--- src/rtl/lsu_pkg.sv ---
// lsu_pkg: shared types for the load/store unit.
//   lsuOp_t    - 3-bit operation codes carried on the Op port
//   lsuState_t - LSU state machine states
//   BYTE_MASK / HALF_MASK - lane masks positioned at lane 0
//   isStore / isMisaligned - request classification helpers
package lsu_pkg;

    typedef enum logic [2:0] {
        OP_LB  = 3'b000,
        OP_LH  = 3'b001,
        OP_LW  = 3'b010,
        OP_SB  = 3'b011,
        OP_LBU = 3'b100,
        OP_LHU = 3'b101,
        OP_SH  = 3'b110,
        OP_SW  = 3'b111
    } lsuOp_t;

    typedef enum logic [1:0] {IDLE, RD, WR, DONE} lsuState_t;

    localparam logic [31:0] BYTE_MASK = 32'h0000_00FF;
    localparam logic [31:0] HALF_MASK = 32'h0000_FFFF;

    function automatic logic isStore(input lsuOp_t op);
        return op inside {OP_SB, OP_SH, OP_SW};
    endfunction

    function automatic logic isHalf(input lsuOp_t op);
        return op inside {OP_LH, OP_LHU, OP_SH};
    endfunction

    function automatic logic isMisaligned(input lsuOp_t op, input logic [1:0] offset);
        return (isHalf(op) && offset[0]) || ((op == OP_LW || op == OP_SW) && offset != 2'b00);
    endfunction

endpackage

--- src/rtl/lsu_lane_align.sv ---
// lsu_lane_align: combinational lane extract/extend for loads and lane merge for sub-word stores.
//   op         in  operation of the request in flight
//   byteOffset in  ByteAddr[1:0] of the request
//   memWord    in  word read from DataMemory
//   storeData  in  store operand (low byte/half used)
//   loadValue  out extended load result (0 for non-load ops)
//   mergedWord out memWord with the store lane replaced (SB/SH)
module lsu_lane_align
    import lsu_pkg::*;
(
    input  lsuOp_t      op,
    input  logic [1:0]  byteOffset,
    input  logic [31:0] memWord,
    input  logic [31:0] storeData,
    output logic [31:0] loadValue,
    output logic [31:0] mergedWord
);

    logic [4:0]  shamt;
    logic [31:0] shifted;
    logic [31:0] laneMask;

    always_comb begin
        // Halfword accesses only use ByteAddr[1]; a misaligned one never reaches here.
        shamt      = isHalf(op) ? {byteOffset[1], 4'b0000} : {byteOffset, 3'b000};
        shifted    = memWord >> shamt;
        laneMask   = (op == OP_SH ? HALF_MASK : BYTE_MASK) << shamt;
        mergedWord = (memWord & ~laneMask) | ((storeData << shamt) & laneMask);
        loadValue  = op == OP_LB  ? {{24{shifted[7]}}, shifted[7:0]} :
                     op == OP_LBU ? {24'b0, shifted[7:0]} :
                     op == OP_LH  ? {{16{shifted[15]}}, shifted[15:0]} :
                     op == OP_LHU ? {16'b0, shifted[15:0]} :
                     op == OP_LW  ? memWord : 32'b0;
    end

endmodule

--- src/rtl/load_store_unit.sv ---
// load_store_unit: single-outstanding memory-access stage driving DataMemory.
//   Clk, Reset_n      clock and asynchronous active-low reset
//   Req/Ready         request handshake; Op, ByteAddr, StoreData latched on acceptance
//   LoadData          extended load result, held until the next load completes
//   Done              one-cycle completion pulse; Misaligned/OutOfRange valid with it
//   MemAddress, MemWriteData, MemRead, MemWrite, MemReadData  DataMemory interface
module load_store_unit
    import lsu_pkg::*;
#(
    parameter int MEM_WORDS = 128
) (
    input  logic        Clk,
    input  logic        Reset_n,
    input  logic        Req,
    output logic        Ready,
    input  logic [2:0]  Op,
    input  logic [31:0] ByteAddr,
    input  logic [31:0] StoreData,
    output logic [31:0] LoadData,
    output logic        Done,
    output logic        Misaligned,
    output logic        OutOfRange,
    output logic [31:0] MemAddress,
    output logic [31:0] MemWriteData,
    output logic        MemRead,
    output logic        MemWrite,
    input  logic [31:0] MemReadData
);

    lsuState_t   state;
    lsuOp_t      opReg;
    logic [31:0] addrReg;
    logic [31:0] storeReg;
    logic [31:0] mergeBuf;
    logic [31:0] loadReg;
    logic        misReg;
    logic        oorReg;

    lsuOp_t      opIn;
    logic        misIn;
    logic        oorIn;
    logic [31:0] loadValue;
    logic [31:0] mergedWord;

    assign opIn  = lsuOp_t'(Op);
    assign misIn = isMisaligned(opIn, ByteAddr[1:0]);
    assign oorIn = ByteAddr[31:2] >= 30'(MEM_WORDS);

    lsu_lane_align uAlign (
        .op        (opReg),
        .byteOffset(addrReg[1:0]),
        .memWord   (MemReadData),
        .storeData (storeReg),
        .loadValue (loadValue),
        .mergedWord(mergedWord)
    );

    always_ff @(posedge Clk or negedge Reset_n) begin
        if (!Reset_n) begin
            state    <= IDLE;
            opReg    <= OP_LB;
            addrReg  <= '0;
            storeReg <= '0;
            mergeBuf <= '0;
            loadReg  <= '0;
            misReg   <= 1'b0;
            oorReg   <= 1'b0;
        end else begin
            case (state)
                IDLE: if (Req) begin
                    opReg    <= opIn;
                    addrReg  <= ByteAddr;
                    storeReg <= StoreData;
                    misReg   <= misIn;
                    oorReg   <= oorIn;
                    if (misIn || oorIn) begin
                        state <= DONE;
                        if (!isStore(opIn)) loadReg <= '0;
                    end else begin
                        state <= opIn == OP_SW ? WR : RD;
                    end
                end
                RD: begin
                    if (isStore(opReg)) begin
                        mergeBuf <= mergedWord;
                        state    <= WR;
                    end else begin
                        loadReg <= loadValue;
                        state   <= DONE;
                    end
                end
                WR:      state <= DONE;
                default: state <= IDLE;
            endcase
        end
    end

    // Outputs decode straight from the state register so reset drops MemWrite at once.
    assign Ready        = state == IDLE;
    assign Done         = state == DONE;
    assign Misaligned   = Done & misReg;
    assign OutOfRange   = Done & oorReg;
    assign MemRead      = state == RD;
    assign MemWrite     = state == WR;
    assign MemAddress   = (MemRead || MemWrite) ? {2'b00, addrReg[31:2]} : '0;
    assign MemWriteData = MemWrite ? (opReg == OP_SW ? storeReg : mergeBuf) : '0;
    assign LoadData     = loadReg;

endmodule

--- config.mk ---
export PLATFORM = sky130hd
export DESIGN_NAME = load_store_unit
export DESIGN_NICKNAME = d
export VERILOG_FILES = /design/src/rtl/lsu_pkg.sv /design/src/rtl/lsu_lane_align.sv /design/src/rtl/load_store_unit.sv
export SDC_FILE = /design/constraint.sdc
export NUM_CORES = 1
export LEC_CHECK = 0
export CAP_MARGIN = 10
export CORE_AREA = 2 2 126 128
export DETAILED_ROUTE_END_ITERATION = 16
export DIE_AREA = 0 0 128 130
export GPL_TIMING_DRIVEN = 1
export MAX_ROUTING_LAYER = met4
export PLACE_DENSITY = 0.8
export SLEW_MARGIN = 20
export SYNTH_ARGS = -nofsm -noshare
export SYNTH_HDL_FRONTEND = slang
export SYNTH_SLANG_ARGS = --single-unit
--- constraint.sdc ---
create_clock -name Clk -period 2.22 [get_ports Clk]
set_clock_uncertainty 0.1 [all_clocks]
set_input_delay 0.666 -clock Clk [delete_from_list [all_inputs] [get_ports Clk]]
set_output_delay 0.666 -clock Clk [all_outputs]
set_load 0.005 [all_outputs]
==> flow_metrics.env, run 1 <==
export IMPL_crit_chain="inv_2, buf_6, ha_4, buf_6, buf_8, and2_1, buf_2"
export IMPL_yosysWarningCount=0
export IMPL_path_class="flop to output port"
export IMPL_setup_ws_ps=-319
export IMPL_grt_pass1_vias=7022
export IMPL_required_ps=1450
export IMPL_synthToLayoutAreaGrowth_pct=59.2
export IMPL_cts_tree="built"
export IMPL_p_total_mw=18.6
export IMPL_fillers=953
export IMPL_grt_max_degree=52
export IMPL_io_buffers=201
export IMPL_hold_viol=0
export IMPL_pwr_share_clk_pct=14.7
export IMPL_r2r_cells=9
export IMPL_fmax_mhz=394
export IMPL_cp_end_kind="output port"
export IMPL_power_switching_fraction_pct=37.4
export IMPL_p_switching_mw=6.96
export IMPL_dp_hpwl_um=15700
export IMPL_grt_pass1_wl_um=38600
export IMPL_p_int_mw=11.7
export IMPL_num_vias=7092
export IMPL_tns_ps=-15610
export IMPL_power_density_mw_per_mm2=1590
export IMPL_synth_area_mm2=0.00736
export IMPL_drv_cap=0
export IMPL_irDropWorstVdd_v=0.000952
export IMPL_core_area_mm2=0.0154
export IMPL_cts_buffers=17
export IMPL_antenna_left=0
export IMPL_avgSynthCellArea_um2=10.2
export IMPL_synth_ff_type="dfrtp_1"
export IMPL_antenna_found_initial=0
export IMPL_num_antenna_cells=0
export IMPL_p_leak_nw=5.31
export IMPL_die_y_um=130
export IMPL_globalRouteOverflowTotal=0
export IMPL_period_minus_slack_ps=2540
export IMPL_die_area_mm2=0.0166
export IMPL_start_util_pct=47.7
export IMPL_rows=46
export IMPL_synth_edf_count=0
export IMPL_cts_sinks=135
export IMPL_routedWlPerCell_um=21.9
export IMPL_arrival_ps=1770
export IMPL_post_layout_nonfiller_instances=1229
export IMPL_initialDrtViolationCount=674
export IMPL_final_common_cell="dfrtp_1"
export IMPL_place_inst=1146
export IMPL_first_pass_iters=5
export IMPL_fin_nets=1131
export IMPL_synth_top_area_share_pct=45.9
export IMPL_pin_count=204
export IMPL_clock_latency_ps=430
export IMPL_combPwrFrac_pct=61.5
export IMPL_path_max_fanout=6
export IMPL_status="finished with violations"
export IMPL_yosysTopAreaCell="dfrtp_1"
export IMPL_synthArstFlopShare_pct=100
export IMPL_clk_pin_slew_worst_paths_ps=60
export IMPL_finalMaxSlewViolations=0
export IMPL_ys_seq_elements=135
export IMPL_wirelength_um=26900
export IMPL_setup_viol=73
export IMPL_cts_buffer_depth=2
export IMPL_max_stage_delay_ps=370
export IMPL_seqCellArea_mm2=0.00338
export IMPL_grt_total_usage_pct=31.7
export IMPL_period_share_pct=114
export IMPL_ys_top_cells_by_area="dfrtp_1 (46%), mux2_2 (12%), mux2i_1 (9.5%), nand2_1 (6.1%), o21ai_0 (3.5%)"
export IMPL_grt_setup_unrepaired="true"
export IMPL_drc_errors=0
export IMPL_multi_input_area_mm2=0.00409
export IMPL_drive_above_1_share_pct=39.9
export IMPL_cts_root_buffer="clkbuf_16"
export IMPL_cts_htree_levels=4
export IMPL_seq_area_frac_synth_pct=45.9
export IMPL_synthCells=723
export IMPL_final_cell_mix="dfrtp_1 (134), nand2_1 (111), clkdlybuf4s50_1 (108)"
export IMPL_gp_congestion=0.934
export IMPL_violations="setup timing"
export IMPL_cpMostUsedCell="buf_6"
export IMPL_holdCritPathClass="primary input to asynchronous set/reset pin"
export IMPL_viasPerCell=5.77
export IMPL_die_w_um=128
export IMPL_cp_slowest_cell="dfrtp_1"
export IMPL_start_kind="flop"
export IMPL_power_frac_seq_pct=23.8
export IMPL_synth_cell_types=51
## kinds of logic after synthesis
| group | count (synthesis) | synth area share [%] |
|---|---|---|
| AOI/OAI and AO/OA | 137 | 12.7 |
| adders and majority gates | 4 | 0.680 |
| buffers and inverters | 87 | 4.98 |
| DFF | 135 | 45.9 |
| muxes | 150 | 21.9 |
| other | 1 | 0.0509 |
| and+or+nand+nor | 209 | 13.8 |
## worst paths after layout
kind | startpoint | endpoint | slack [ps]
worst max-delay path | state[0]$_DFFE_PN0P_ | MemAddress[15] | -320
worst min-delay path | Reset_n | LoadData[18]$_DFFE_PN0P_ | 70
worst max register to register | opReg[1]$_DFFE_PN0P_ | LoadData[12]$_DFFE_PN0P_ | -120
worst min register to register | mergeBuf[10]$_DFFE_PN0P_ | mergeBuf[10]$_DFFE_PN0P_ | 380
max in group asynchronous | Reset_n | storeReg[12]$_DFFE_PN0P_ | 1390
min in group Clk | mergeBuf[10]$_DFFE_PN0P_ | mergeBuf[10]$_DFFE_PN0P_ | 380
## worst max-delay path: cells and delay by family, from the launching register on
kind,cells,cell delay (ps)
buffers and inverters,5,560
adders and majority gates,1,310
and+or+nand+nor,1,110
DFF,1,370
## routing by layer
layer	wire [um]	part of all wire [%]	global-route usage (%)
met5	0	0	-
met1	10500	39	38.5
met2	13400	50	51.7
met3	2000	7.4	6.93
met4	961	3.6	13.3
## synth_stat cells (2+ instances only)
library cell    n
ha_1            4
nor4_1          5
mux2i_1        70
mux2_4          2
buf_1           3
nand2_1       119
buf_2          10
nand4_1         6
a211oi_1        3
o21ai_0        52
o2111ai_1      16
dfrtp_1       135
inv_1          34
a21boi_0       32
a21oi_1         5
o311ai_0        4
nor2_1          8
buf_4           5
a31oi_1         6
mux2_2         78
and2_1         33
a21oi_2         2
and3_1          5
nor2b_1        11
nand3_1         6
nand2b_1        4
o211ai_1        2
clkbuf_1       33
a22o_1          8
## metrics by stage
stage / setup WS [ps] / hold slack (ps) / area (um^2) / util, %
6_report: -319 / 67.3 / 11700 / 76.0
4_1_cts: -412 / 75.1 / 11500 / 74.4
3_5_place_dp: -611 / 362 / 10200 / 66.0
2_1_floorplan: -10.3 / 270 / 7360 / -
3_3_place_gp: -605 / 356 / 10200 / 66.0
5_1_grt: -364 / 82.8 / 11700 / 76.0
## registers in the layout, summed over array words and instances (netlist names)
name / count
misReg: 1
addrReg: 32
mergeBuf: 32
state: 2
opReg: 3
oorReg: 1
storeReg: 32
LoadData: 32
## power by group through the flow
stage	combinational (mW)	sequential, mW	clock, mW
6_report	11.5	4.43	2.73
5_1_grt	12.1	4.56	2.87
4_1_cts	10.7	4.35	2.71
3_5_place_dp	8.63	4.34	0
3_3_place_gp	8.52	4.29	0
2_1_floorplan	4.74	4.18	0
## cell type report
class	count	area share, %
well taps	192	2.05
multi-input cells	503	34.9
repair buffers	334	28.4
flip-flops and latches	135	28.8
clock buffers	21	3.76
inverters	34	1.09
clock inverters	10	0.908
## what timing repair did
| item | 4_1_cts | 5_1_grt |
|---|---|---|
| hold endpoints to repair | 0 | 0 |
| resized for setup | 426 | 91 |
| buffers inserted | 37 | 17 |
| cloned | 11 | 0 |
| hold buffers | 0 | 0 |
| pin swaps | 17 | 25 |
| endpoints found under the setup margin | 101 | 130 |
Power figures use the tool's default switching activity.
==> inputs of run 2 (changes only) <==
CORE_AREA = 2 2 125 127   (was 2 2 126 128)
DIE_AREA = 0 0 127 129   (was 0 0 128 130)
PLACE_DENSITY = 0.81   (was 0.8)
SYNTH_HIERARCHICAL = 1   (was not set)
==> run 2 against run 1 <==
  * The run still ends with setup timing left
  * Sequential power rose by 2%
  * Register-to-register slack got worse by 140 ps
  * Utilization is 3.9 points higher
  * Synthesized cell count fell by 11%
  * Combinational power increased by 14%
==> flow_metrics.env, run 2 <==
export IMPL_cts_sinks=135
export IMPL_fin_area_mm2=0.0120
export IMPL_placed_area_mm2=0.0100
export IMPL_pin_count=204
export IMPL_yosysWarningCount=6
export IMPL_globalRouteOverflowTotal=0
export IMPL_path_max_fanout=12
export IMPL_initialDrtViolationCount=834
export IMPL_die_area_mm2=0.0164
export IMPL_cts_buffers=17
export IMPL_drv_cap=0
export IMPL_avgSynthCellArea_um2=11.3
export IMPL_core_area_mm2=0.0150
export IMPL_arrival_ps=1780
export IMPL_violations="setup timing"
export IMPL_antenna_found_initial=0
export IMPL_period_share_pct=115
export IMPL_grt_max_degree=54
export IMPL_die_y_um=129
export IMPL_finalMaxSlewViolations=0
export IMPL_wirelength_um=28400
export IMPL_cts_tree="built"
export IMPL_worst_slew_pin_slew_ps=790
export IMPL_power_density_mw_per_mm2=1740
export IMPL_ys_seq_elements=135
export IMPL_gp_congestion=0.947
export IMPL_die_w_um=127
export IMPL_viasPerCell=6.25
export IMPL_first_pass_iters=5
export IMPL_final_common_cell="dfrtp_1"
export IMPL_power_switching_fraction_pct=36.4
export IMPL_pwr_share_clk_pct=15.2
export IMPL_drc_errors=0
export IMPL_setup_viol=130
export IMPL_synthCells=641
export IMPL_required_ps=1450
export IMPL_ys_top_cells_by_area="dfrtp_1 (47%), mux2_2 (20%), nand2_1 (4.3%), a22o_1 (4.0%), a21boi_0 (3.3%)"
export IMPL_grt_pass1_wl_um=37800
export IMPL_synth_top_area_share_pct=46.6
export IMPL_status="finished with violations"
export IMPL_start_kind="flop"
export IMPL_synth_cell_types=51
export IMPL_dp_hpwl_um=16500
export IMPL_seq_area_frac_synth_pct=46.6
export IMPL_routedWlPerCell_um=25.0
export IMPL_synth_most_common_cell="dfrtp_1"
export IMPL_synth_edf_count=0
export IMPL_fin_nets=1044
export IMPL_hold_viol=0
export IMPL_drive_above_1_share_pct=49.8
export IMPL_cts_htree_levels=4
export IMPL_cp_end_kind="output port"
export IMPL_synthToLayoutAreaGrowth_pct=64.9
export IMPL_combPwrFrac_pct=63.0
export IMPL_cts_root_buffer="clkbuf_16"
export IMPL_fmax_mhz=392
export IMPL_p_leak_nw=5.40
export IMPL_p_switching_mw=7.57
export IMPL_max_slew_margin_pct=47.3
export IMPL_clock_latency_ps=420
export IMPL_setup_ws_ps=-328
export IMPL_power_frac_seq_pct=21.8
export IMPL_yosysTopAreaCell="dfrtp_1"
export IMPL_num_antenna_cells=0
export IMPL_holdCritPathClass="primary input to asynchronous set/reset pin"
export IMPL_grt_total_usage_pct=31.1
export IMPL_final_core_util_pct=79.9
export IMPL_grt_pass1_vias=6958
export IMPL_p_int_mw=13.2
export IMPL_rows=45
export IMPL_clk_pin_slew_worst_paths_ps=60
export IMPL_path_class="flop to output port"
export IMPL_period_minus_slack_ps=2550
export IMPL_synth_area_mm2=0.00725
export IMPL_synth_ff_type="dfrtp_1"
export IMPL_synth_top_cells_by_count="dfrtp_1 (135), mux2_2 (131), nand2_1 (84)"
export IMPL_grt_setup_unrepaired="true"
export IMPL_start_util_pct=48.4
export IMPL_cts_buffer_depth=2
export IMPL_synthArstFlopShare_pct=100
export IMPL_antenna_left=0
export IMPL_num_vias=7117
export IMPL_io_buffers=201
export IMPL_irDropWorstVdd_v=0.00118
export IMPL_fillers=769
export IMPL_cts_hold_repair_buffers=0
export IMPL_final_cell_mix="dfrtp_1 (133), clkdlybuf4s50_1 (123), mux2_2 (102)"
[run 2: cell count changes in the layout (fill, tap and decap cells not counted), sizes merged, moves of 11 or more]
cell and delta:
clkdlybuf4s50 +15, mux2 +58, o2111ai -16, buf -21, clkbuf +11, o22ai +17, mux2i -64, a21oi +11
a22o +25, inv -26, nand2 -35, o21ai -32
[run 2: worst max-delay path, cell delays in order (launching register included)]
cell and delay [ps]:
dfrtp_1 420, buf_4 160, nand3_4 80, bufbuf_16 290
nand2_1 80, a21boi_2 180, buf_2 140
[run 2: what timing repair did]
| action | CTS | global route |
|---|---|---|
| resized for setup | 403 | 156 |
| pin swaps | 10 | 49 |
| setup buffers | 19 | 33 |
| cloned | 6 | 8 |
| setup endpoints to repair | 100 | 129 |
[run 2: per-layer routing]
layer | track usage (%) | vias up | part of all wire (%)
li1 | - | 2938 | -
met1 | 37.0 | 3532 | 38
met2 | 50.3 | 521 | 48
met3 | 7.69 | 126 | 9.3
met4 | 13.8 | 0 | 4.9
met5 | - | - | 0
[run 2: stage by stage]
| step | setup slack, ps | TNS, ps | instances | power [mW] | hold slack [ps] |
|---|---|---|---|---|---|
| 2_1_floorplan | 55.3 | 0 | 642 | 9.38 | 270 |
| 3_3_place_gp | -460 | -26460 | 1056 | 13.1 | 363 |
| 3_5_place_dp | -504 | -28590 | 1056 | 13.5 | 368 |
| 4_1_cts | -319 | -16620 | 1110 | 18.5 | 54.9 |
| 5_1_grt | -359 | -31670 | 1139 | 21.5 | 74.0 |
| 6_report | -328 | -27510 | 1139 | 20.8 | 57.8 |
[run 2: layout make-up]
class / count / area (um^2) / area share [%]
multi-input combinational: 451 / 4260 / 35.6
timing repair buffer: 325 / 3410 / 28.5
sequential: 135 / 3380 / 28.3
clock buffer: 24 / 482 / 4.03
tap: 188 / 235 / 1.97
clock inverter: 8 / 168 / 1.40
inverter: 8 / 30.0 / 0.251
[run 2: power by group through the flow]
stage,Sequential (mW),Combinational [mW],Clock [mW]
4_1_cts,4.41,10.9,3.14
6_report,4.53,13.1,3.15
3_3_place_gp,4.32,8.82,0
3_5_place_dp,4.39,9.13,0
5_1_grt,4.63,13.6,3.27
2_1_floorplan,4.23,5.15,0
[run 2: cells by family after synthesis]
| group | after synthesis | synth area share, % |
|---|---|---|
| compound gates | 153 | 15.5 |
| simple gates | 147 | 9.99 |
| mux | 145 | 23.0 |
| flops | 135 | 46.6 |
| buf+inv | 56 | 4.19 |
| fa+ha+maj | 4 | 0.690 |
| other cells | 1 | 0.0517 |
[run 2: final timing paths]
kind / cells past startpoint / to / start / slack [ps]
min in group Clk: 1 / LoadData[13]$_DFFE_PN0P_ / LoadData[13]$_DFFE_PN0P_ / 410
setup reg to reg: 10 / mergeBuf[25]$_DFFE_PN0P_ / opReg[0]$_DFFE_PN0P_ / -260
setup / recovery: 6 / MemWriteData[9] / opReg[2]$_DFFE_PN0P_ / -330
max in group asynchronous: 2 / LoadData[16]$_DFFE_PN0P_ / Reset_n / 1330
hold / removal: 1 / storeReg[21]$_DFFE_PN0P_ / Reset_n / 60
hold reg to reg: 1 / LoadData[13]$_DFFE_PN0P_ / LoadData[13]$_DFFE_PN0P_ / 410
